$ cat src/rtl/enemy_draw_scheduler.sv
// rtl/enemy_draw_scheduler.sv - walks the enemy formation once per frame and sequences the sprite renderer
module enemy_draw_scheduler #(
    parameter int ROWS           = 4,
    parameter int COLS           = 8,
    parameter int X_SPACING      = 32,
    parameter int Y_SPACING      = 24,
    parameter int TIMEOUT_CYCLES = 1023
) (
    input  logic                 clk,
    input  logic                 resetn,
    input  logic                 frame_start,
    input  logic [8:0]           origin_x,
    input  logic [7:0]           origin_y,
    input  logic [ROWS*COLS-1:0] alive,
    input  logic                 sprite_done,
    output logic                 sprite_enable,
    output logic [8:0]           sprite_x,
    output logic [7:0]           sprite_y,
    output logic                 busy,
    output logic                 frame_done,
    output logic [5:0]           drawn_count,
    output logic                 timeout_err
);
    localparam int N  = ROWS * COLS;
    localparam int RW = (ROWS > 1) ? $clog2(ROWS) : 1;
    localparam int CW = (COLS > 1) ? $clog2(COLS) : 1;
    localparam int TW = $clog2(TIMEOUT_CYCLES + 1);
    localparam logic [5:0]    LAST_IDX = 6'(N - 1);
    localparam logic [CW-1:0] LAST_COL = CW'(COLS - 1);
    localparam logic [TW-1:0] TO_LAST  = TW'(TIMEOUT_CYCLES - 1);
    localparam logic [N-1:0]  ONE_HOT0 = N'(1);

    typedef enum logic [2:0] {
        S_IDLE, S_SCAN, S_ISSUE, S_WAIT, S_FINISH
    } state_t;

    state_t        state, next_state;
    logic [N-1:0]  alive_snap;
    logic [8:0]    ox;
    logic [RW-1:0] row;
    logic [CW-1:0] col;
    logic [5:0]    idx;
    logic [TW-1:0] tcnt;
    logic          cur_alive, is_last, accept, got_done, timed_out, leave_wait, advance;

    always_ff @(posedge clk or negedge resetn) begin
        if (!resetn) state <= S_IDLE;
        else         state <= next_state;
    end

    always_comb begin
        next_state = state;
        case (state)
            S_IDLE:   if (frame_start) next_state = S_SCAN;
            S_SCAN:   if (cur_alive)   next_state = S_ISSUE;
                      else if (is_last) next_state = S_FINISH;
            S_ISSUE:  next_state = S_WAIT;
            S_WAIT:   if (leave_wait)  next_state = is_last ? S_FINISH : S_SCAN;
            S_FINISH: next_state = S_IDLE;
            default:  next_state = S_IDLE;
        endcase
    end

    // A done coinciding with the final wait cycle wins over the timeout.
    always_comb begin
        cur_alive  = |(alive_snap & (ONE_HOT0 << idx));
        is_last    = (idx == LAST_IDX);
        accept     = (state == S_IDLE) && frame_start;
        got_done   = (state == S_WAIT) && sprite_done;
        timed_out  = (state == S_WAIT) && !sprite_done && (tcnt == TO_LAST);
        leave_wait = got_done || timed_out;
        advance    = ((state == S_SCAN) && !cur_alive && !is_last) || (leave_wait && !is_last);
    end

    always_ff @(posedge clk or negedge resetn) begin
        if (!resetn) begin
            sprite_enable <= 1'b0;
            sprite_x      <= '0;
            sprite_y      <= '0;
            busy          <= 1'b0;
            frame_done    <= 1'b0;
            drawn_count   <= '0;
            timeout_err   <= 1'b0;
            alive_snap    <= '0;
            ox            <= '0;
            row           <= '0;
            col           <= '0;
            idx           <= '0;
            tcnt          <= '0;
        end else begin
            sprite_enable <= (state == S_SCAN) && cur_alive;
            frame_done    <= (state == S_FINISH);
            if (state == S_FINISH) busy <= 1'b0;
            if (accept) begin
                alive_snap  <= alive;
                ox          <= origin_x;
                sprite_x    <= origin_x;
                sprite_y    <= origin_y;
                row         <= '0;
                col         <= '0;
                idx         <= '0;
                drawn_count <= '0;
                timeout_err <= 1'b0;
                busy        <= 1'b1;
            end
            if (state == S_ISSUE)     tcnt <= '0;
            else if (state == S_WAIT) tcnt <= tcnt + TW'(1);
            if (got_done)  drawn_count <= drawn_count + 6'd1;
            if (timed_out) timeout_err <= 1'b1;
            // Positions are accumulated so no multiplier is needed.
            if (advance) begin
                idx <= idx + 6'd1;
                if (col != LAST_COL) begin
                    col      <= col + CW'(1);
                    sprite_x <= sprite_x + 9'(X_SPACING);
                end else begin
                    col      <= '0;
                    row      <= row + RW'(1);
                    sprite_x <= ox;
                    sprite_y <= sprite_y + 8'(Y_SPACING);
                end
            end
        end
    end
endmodule

$ cat config.mk
export PLATFORM = sky130hd
export DESIGN_NAME = enemy_draw_scheduler
export DESIGN_NICKNAME = d
export VERILOG_FILES = /design/src/rtl/enemy_draw_scheduler.sv
export SDC_FILE = /design/constraint.sdc
export NUM_CORES = 1
export LEC_CHECK = 0
export ABC_AREA = 1
export BUFFER_PORTS_ARGS = -buffer_cell sky130_fd_sc_hd__buf_2
export CORE_UTILIZATION = 55
export CTS_CLUSTER_DIAMETER = 50
export DETAILED_ROUTE_END_ITERATION = 10
export GPL_ROUTABILITY_DRIVEN = 0
export GPL_TIMING_DRIVEN = 0
export PLACE_DENSITY = 0.79
export SYNTH_ARGS = -nofsm -noshare
export SYNTH_HDL_FRONTEND = slang
export SYNTH_SLANG_ARGS = --single-unit
$ cat constraint.sdc
create_clock -name clk -period 2.65 [get_ports clk]
set_input_delay 0.265 -clock clk [delete_from_list [all_inputs] [get_ports clk]]
set_output_delay 0.265 -clock clk [all_outputs]
set_load 0.01 [all_outputs]
==> Word level (Yosys, flattened, before mapping) <==
Cells that the tools add are included.
Widths: inputs -> output; s select.
{ "op_classes": {"muxes": 24, "n_eq_ne": 10, "n_addsub": 6, "n_reduce_logical": 21, "shift": 1, "bitwise": 1} }
{ "op_table": {"columns": ["operator", "count"], "rows": [
  ["$and 32x32->32", 1],
  ["$reduce_or 32->1", 1],
  ["$shl 1x6->32 const A", 1],
  ["$mux 9", 3],
  ["$mux 3", 8],
  ["$mux 8", 3],
  ["$mux 10", 2],
  ["$mux 6", 3],
  ["$add 6x1->6 const B", 2],
  ["$pmux 3 s4", 1],
  ["$add 10x1->10 const B", 1],
  ["$eq 10x10->1 const B", 1],
  ["$reduce_bool 2->1", 5],
  ["$add 9x6->9 const B", 1],
  ["$add 8x5->8 const B", 1],
  ["$logic_and 1x1->1", 8],
  ["$eq 3x2->1 const B", 2],
  ["$eq 6x5->1 const B", 1],
  ["$ne 3x3->1 const B", 2],
  ["$mux 1", 4],
  ["$ne 2x2->1 const B", 2],
  ["$add 3x1->3 const B", 1],
  ["$eq 3x1->1 const B", 1],
  ["$eq 3x3->1 const B", 1],
  ["4 further kinds", 7]
]} }
{ "totals": {"out_inout_bits": 27, "word_cells": 76, "reg_bits": 90, "in_bits": 53} }

==> Longest topological paths before layout <==
Gate-level depths: netlist (run 1).
{ "depth": {"word_depth": 8, "ltp_mapped": 15} }

==> Worst setup path after synthesis (run 1) <==
Ideal clock, no wire load.
{ "synth_timing": {"kind": "reg2reg", "startpoint": "register idx[2]", "endpoint": "register sprite_x[7]", "path_stages_with_launch": 15, "path_slack_ns": 0.560, "setup_ns": 0.123, "t_arrival_ns": 1.967, "n_path_buf": 2, "synth_period_minus_slack_ns": 2.090, "cell_sequence": "dfrtp_1 -> buf_4 -> inv_2 -> buf_6 -> ha_1 -> nand2_1 -> nor2_1 -> nor3_1 -> nand2_1 -> o21ai_2 -> nand4_1 -> nand2_2 -> nand2_1 -> o21ai_0 -> nand2_1"} }
{ "synth_via": {"elab_chain_len": 8, "word_cells_on_any_way": 12} }
{ "synth_lines": {"columns": ["item", "line_no", "rtl"], "rows": [
  ["start: declaration", "42", "logic [5:0] idx;"],
  ["start signal: assignment", "112", "idx <= idx + 6'd1;"],
  ["$shl 1x6->32", "66", "cur_alive = |(alive_snap & (ONE_HOT0 << idx));"],
  ["$and 32x32->32", "66", null],
  ["$reduce_or 32->1", "66", null],
  ["$logic_not 1->1", "72", "advance = ((state == S_SCAN) && !cur_alive && !is_last) || (leave_wait && !is_last);"],
  ["$logic_and 1x1->1 (2 in a row)", "72", null],
  ["$logic_or 1x1->1 *", "72", null],
  ["$mux 9 / $reduce_bool 2->1 (equally long branches)", null, null],
  ["end signal: assignment", "97", "sprite_x <= origin_x;"],
  ["end signal: assignment", "115", "sprite_x <= sprite_x + 9'(X_SPACING);"],
  ["end: declaration", "17", "output logic [8:0] sprite_x,"]
]} }
Every way passes the cells marked *; elsewhere a longest branch is shown, timed or not.
A chain may end at the register's enable or synchronous reset.

==> Worst setup path after layout (run 1) <==
{ "layout_timing": {"startpoint": "register idx[2]", "endpoint": "register sprite_x[5]"} }
Same word-level chain as after synthesis.

==> flow_metrics.py, run 1 <==
metrics = {
    "outcome": {
        "outcome": "completed",
    },
    "synthesis": {
        "syn_nets": 640,
        "ys_types": 33,
        "synth-seq-cells": 90,
        "ys_warn_count": 0,
        "synth_top_area_share_pct": 49.6,
        "synthTopCellsByArea": "dfrtp_1, nand2_1, nand3_1",
        "synth-main-ff-cell": "dfrtp_1",
        "synth_common_cells": "nand2_1, dfrtp_1, nand3_1",
        "syn_area_per_cell_um2": 7.91,
        "synthArstFlopShare_pct": 100,
        "synth_edf_count": 0,
        "synthCells": 574,
        "post-synth-top-count-cell": "nand2_1",
        "synth_top_area_cell": "dfrtp_1",
        "synth_area_um2": 4540,
        "yosysSeqAreaShare_pct": 49.6,
    },
    "floorplanning": {
        "num_rows": 32,
        "io_pins": 80,
        "die_h_um": 92.9,
        "fp.dieW_um": 92.9,
        "die_area_um2": 8630,
        "core_um2": 7850,
        "start_util_pct": 57.9,
    },
    "placed_design": {
        "dp_hpwl_mm": 7.68,
        "port_buffers": 79,
        "dp_worst_setup_slack_ns": 0.0995,
        "postPlaceCellArea_um2": 5100,
    },
    "detailed_routing": {
        "drc": 0,
        "vias_per_cell": 5.32,
        "final_antenna_net_count": 0,
        "vias": 4118,
        "routed_wl_mm": 10.7,
        "drtIter0Drc": 237,
        "dr.pass1.iters": 5,
        "wl_per_cell_um": 13.9,
    },
    "sta": {
        "drv_slew": 0,
        "period_share_pct": 91.6,
        "final_hold_viol_count": 0,
        "rsz0062_at_grt": "no",
        "setup_violations": 0,
        "fmax_mhz": 412,
        "tightestPinTransition_ns": 0.597,
        "period_needed_ns": 2.43,
        "setup_ws_ns": 0.222,
        "setup_tns_ns": 0,
        "finClkSkew_ns": 0.00896,
        "slew_headroom_pct": 60.2,
        "holdWs_ns": 0.100,
    },
    "clocking": {
        "cts.clk_slew.worst_paths_ns": 0.09,
        "cts_max_path_buffers": 2,
        "numCtsBuffers": 9,
        "cts_tree": "done",
        "clkLatencyLatePin_ns": 0.36,
        "cts-root-buf": "clkbuf_8",
        "htreeDepth": 3,
        "cts_sinks": 90,
    },
    "final_layout": {
        "synthToLayoutAreaGrowth_pct": 17.4,
        "n_antenna_cell": 0,
        "fillers": 656,
        "fin_area_um2": 5330,
        "final_util_pct": 67.9,
        "finalNetCount": 733,
        "drive_gt1_share_pct": 17.3,
    },
    "global_route": {
        "antenna_found_initial": 0,
        "grt_pass1_wl_mm": 18.0,
        "track_usage_pct": 26.6,
        "grt_start_max_net_pins": 58,
        "grt_pass1_vias": 3936,
        "overflow": 0,
    },
    "setup_path": {
        "required_ns": 2.90,
        "critPathLaunchType": "flop",
        "path_class": "flop to flop",
        "endpoint_kind": "flop",
        "cp.arrival_ns": 2.68,
        "path_max_fanout": 10,
    },
    "run": {
        "drv.max_cap_violation_count": 0,
    },
    "pwr": {
        "p_leak_nw": 2.93,
        "peakVddDrop_mv": 0.645,
        "powerDensity_nw_per_um2": 1080,
    },
    "hold_path": {
        "hold_class": "input port to flop",
    },
}
path summary, 6_finish.rpt:
| path | slack (ns) | from | endpoint | cells after the start |
|---|---|---|---|---|
| min in group asynchronous | 0.41 | resetn | alive_snap[28] | 2 |
| hold reg to reg | 0.48 | ox[5] | ox[5] | 2 |
| setup reg to reg | 0.22 | idx[2] | sprite_x[5] | 15 |
| max in group asynchronous | 1.61 | resetn | idx[4] | 3 |
| setup / recovery | 0.22 | idx[2] | sprite_x[5] | 15 |
| hold / removal | 0.10 | alive[10] | alive_snap[10] | 3 |
critical path, cell delays in order (launching register included):
cell	delay [ns]
dfrtp_1	0.35
buf_4	0.15
inv_2	0.07
buf_6	0.14
ha_1	0.25
nand2_1	0.08
nor2_1	0.04
nor3_1	0.15
nand2_1	0.10
o21ai_2	0.20
nand3_2	0.12
nand2_4	0.16
nand2_4	0.11
buf_2	0.21
nand3_1	0.09
nand2_1	0.08
report_power, final:
part,switching (W),internal (W),leakage (nW)
logic,0.00156,0.000871,1.67
clock network,0.000487,0.000531,0.107
registers,0.000380,0.00190,1.15
cells by family (layout without fill, tap and decap cells):
family | after synthesis | after routing | share of synthesized area [%]
buffers and inverters | 66 | 164 | 6.22
AOI/OAI and AO/OA | 49 | 49 | 5.95
muxes | 2 | 2 | 0.441
and+or+nand+nor | 344 | 344 | 32.3
xor gates and xnor gates | 10 | 10 | 1.93
adders and majority gates | 13 | 13 | 3.58
DFF | 90 | 90 | 49.6
timing repair:
item,CTS,global route
hold buffers,1,0
buffers inserted,0,1
resized for setup,0,2
endpoints found under the hold margin,33,0
setup endpoints to repair,0,34
metal layers:
metal	GRT usage (%)	routed length, µm	up-vias
met2	42.3	5080	129
li1	-	-	2044
met1	36.9	5020	1932
met4	7.82	135	0
met3	5.50	519	13
met5	0	0	-
state kept, by name, indices dropped and copies added (netlist names):
register,count
sprite_x,9
sprite_y,8
col,3
alive_snap,32
idx,6
sprite_enable,1
busy,1
tcnt,10
drawn_count,6
state,3
ox,9
timeout_err,1
frame_done,1
stage by stage:
step | power [W] | std cells
floorplan | 0.00390 | 574
global placement | 0.00454 | 755
detailed placement | 0.00468 | 756
CTS | 0.00571 | 773
global route | 0.00617 | 774
finish | 0.00574 | 774
placed cells by master (no fill, tap or decap), drive strengths merged, types with 2 or more instances in the layout:
| master | Yosys | final |
|---|---|---|
| nor3 | 7 | 7 |
| buf | 14 | 95 |
| inv | 41 | 41 |
| o21ai | 35 | 35 |
| a31oi | 2 | 2 |
| bufinv | 0 | 2 |
| mux2i | 2 | 2 |
| dfrtp | 90 | 90 |
| nor2 | 31 | 31 |
| nand4 | 27 | 27 |
| nor4 | 3 | 3 |
| clkbuf | 11 | 22 |
| nand2 | 230 | 230 |
| a21oi | 6 | 6 |
| xnor2 | 5 | 5 |
| clkinv | 0 | 3 |
| nand3 | 46 | 46 |
| ha | 13 | 13 |
| xor2 | 5 | 5 |
layout make-up:
type / count / area [µm²] / share of cell area, %
well taps: 102 / 128 / 2.39
flip-flops and latches: 90 / 2250 / 42.2
clock inverters: 5 / 78.8 / 1.48
plain buffers: 25 / 129 / 2.42
multi-input cells: 418 / 2020 / 37.8
clock buffers: 11 / 131 / 2.46
repair buffers: 82 / 443 / 8.31
inverters: 41 / 154 / 2.89
Power figures use the tool's default switching activity.
==> run 2: changes to the inputs <==
- CELL_PAD_IN_SITES_DETAIL_PLACEMENT: unset -> 1
- CELL_PAD_IN_SITES_GLOBAL_PLACEMENT: unset -> 2
- CORE_UTILIZATION: 55 -> 32
- PLACE_DENSITY: 0.79 -> unset
- PLACE_DENSITY_LB_ADDON: unset -> 0.1
==> run 2 against run 1 <==
- sequential cell count did not move
- non-clock buffer count grew 6
- die area increased by 70%
- routed wire length up 24%
- critical path type unchanged
==> flow_metrics.py, run 2 (same netlist as run 1, synthesis figures left out) <==
metrics = {
    "floorplanning": {
        "start_util_pct": 32.7,
        "num_rows": 43,
        "core_um2": 13900,
        "fp.dieW_um": 121,
        "die_h_um": 121,
        "die_area_um2": 14700,
        "io_pins": 80,
    },
    "sta": {
        "final_hold_viol_count": 0,
        "tightestPinTransition_ns": 0.775,
        "slew_headroom_pct": 48.3,
        "setup_violations": 0,
        "rsz0062_at_grt": "no",
        "fmax_mhz": 417,
        "setup_ws_ns": 0.251,
        "drv_slew": 0,
        "period_needed_ns": 2.40,
        "holdWs_ns": 0.120,
        "period_share_pct": 90.5,
        "finClkSkew_ns": 0.00714,
    },
    "detailed_routing": {
        "routed_wl_mm": 13.3,
        "vias_per_cell": 4.91,
        "wl_per_cell_um": 15.5,
        "vias": 4205,
        "drtIter0Drc": 179,
        "dr.pass1.iters": 4,
        "final_antenna_net_count": 0,
        "drc": 0,
    },
    "final_layout": {
        "top_register": "alive_snap",
        "layout_common_cells": "nand2_1, dfrtp_1, buf_2",
        "n_antenna_cell": 0,
        "largest_reg_flops": 32,
        "finalNetCount": 739,
        "synthToLayoutAreaGrowth_pct": 22.7,
        "multiInputGateArea_um2": 2030,
        "drive_gt1_share_pct": 18.5,
        "fillers": 1736,
        "layout_commonest_cell": "nand2_1",
        "top_regs": "alive_snap: 32 flops, tcnt: 10 flops",
        "final-seq-area_um2": 2250,
    },
    "setup_path": {
        "endpoint_kind": "flop",
        "crit_family": "simple AND/OR/NAND/NOR gates",
        "critical_path.cell_chain": "inv_1 -> ha_1 -> clkbuf_1 -> nand4_1 -> nand2_1 -> nor2_1 -> nand2_1 -> o21ai_2 -> nand3_2 -> nand2_4 -> nand2_4 -> buf_6 -> nand3_1 -> nand2_1",
        "cp_common_cell": "nand2_1",
        "path_depth": 14,
        "path_max_fanout": 10,
        "cp.arrival_ns": 2.63,
        "path_class": "flop to flop",
        "cp_slowest_stage_delay_ns": 0.40,
        "path_buf_inv": 3,
        "worst-r2r-cell-count": 14,
        "required_ns": 2.88,
        "cp_slowest_cell": "dfrtp_1",
        "critPathLaunchType": "flop",
    },
    "global_route": {
        "grt_pass1_wl_mm": 22.7,
        "grt_pass1_vias": 4429,
        "overflow": 0,
        "antenna_found_initial": 0,
        "grt_start_max_net_pins": 60,
        "track_usage_pct": 20.0,
    },
    "pwr": {
        "peakVddDrop_mv": 0.393,
        "p_leak_nw": 2.99,
        "powerDensity_nw_per_um2": 1110,
    },
    "outcome": {
        "outcome": "completed",
    },
    "clocking": {
        "cts_tree": "done",
        "htreeDepth": 3,
        "cts.clk_slew.worst_paths_ns": 0.06,
        "clkLatencyLatePin_ns": 0.34,
        "cts_max_path_buffers": 2,
        "cts_sinks": 90,
        "cts-root-buf": "clkbuf_16",
        "numCtsBuffers": 9,
    },
    "placed_design": {
        "dp_hpwl_mm": 9.71,
        "dp_worst_setup_slack_ns": -0.121,
        "port_buffers": 79,
    },
    "hold_path": {
        "min_path_cells": 3,
        "hold_class": "input port to flop",
    },
    "run": {
        "drv.max_cap_violation_count": 0,
    },
}
## run 2: area by class of cell
class                   count  share of cell area, %
flip-flops and latches     90                   40.4
multi-input cells         418                   36.4
repair buffers             88                   8.75
clock buffers              14                   5.09
well taps                 180                   4.04
inverters                  41                   2.76
plain buffers              25                   2.42
clock inverters             1                  0.135
## run 2: tightest hold or removal path, cell delays in order
cell and delay (ns):
buf_2 0.07, nand2_1 0.04, nand2_1 0.05
## run 2: through the flow
step                cells  TNS, ns  utilization, %  total power, W  instance area, µm²
floorplan             574        0               -         0.00390                4540
global placement      833    -1.08            37.2         0.00470                5160
detailed placement    834    -1.51            37.4         0.00481                5190
CTS                   853        0            39.8         0.00619                5530
global route          857        0            40.2         0.00676                5580
finish                857        0            40.2         0.00619                5580
## run 2: repair_timing
item,in CTS,in global routing
hold buffers,1,0
resized for setup,2,7
buffers inserted,3,4
pin swaps,1,2
setup endpoints to repair,32,44
endpoints found under the hold margin,31,0
## run 2: final timing paths
path / from / end / slack, ns
worst max-delay path: idx[1] / col[2] / 0.25
worst max register to register: idx[1] / col[2] / 0.25
worst min-delay path: alive[10] / alive_snap[10] / 0.12
min in group asynchronous: resetn / alive_snap[20] / 0.41
worst min register to register: tcnt[2] / tcnt[2] / 0.47
max in group asynchronous: resetn / sprite_y[4] / 1.57
## run 2: metal layers
layer	global-route usage, %	routed length, µm	up-vias
met4	6.71	226	0
li1	-	-	2063
met1	26.7	6250	2048
met3	4.09	585	17
met2	32.2	6240	77
met5	0	0	-
## run 2: where the power goes
part,internal (W),switching [W],total (W),leakage [nW]
clock,0.000734,0.000528,0.00126,0.141
sequential,0.00191,0.000389,0.00230,1.15
combinational,0.000988,0.00164,0.00263,1.70
total,0.00363,0.00256,0.00619,2.99
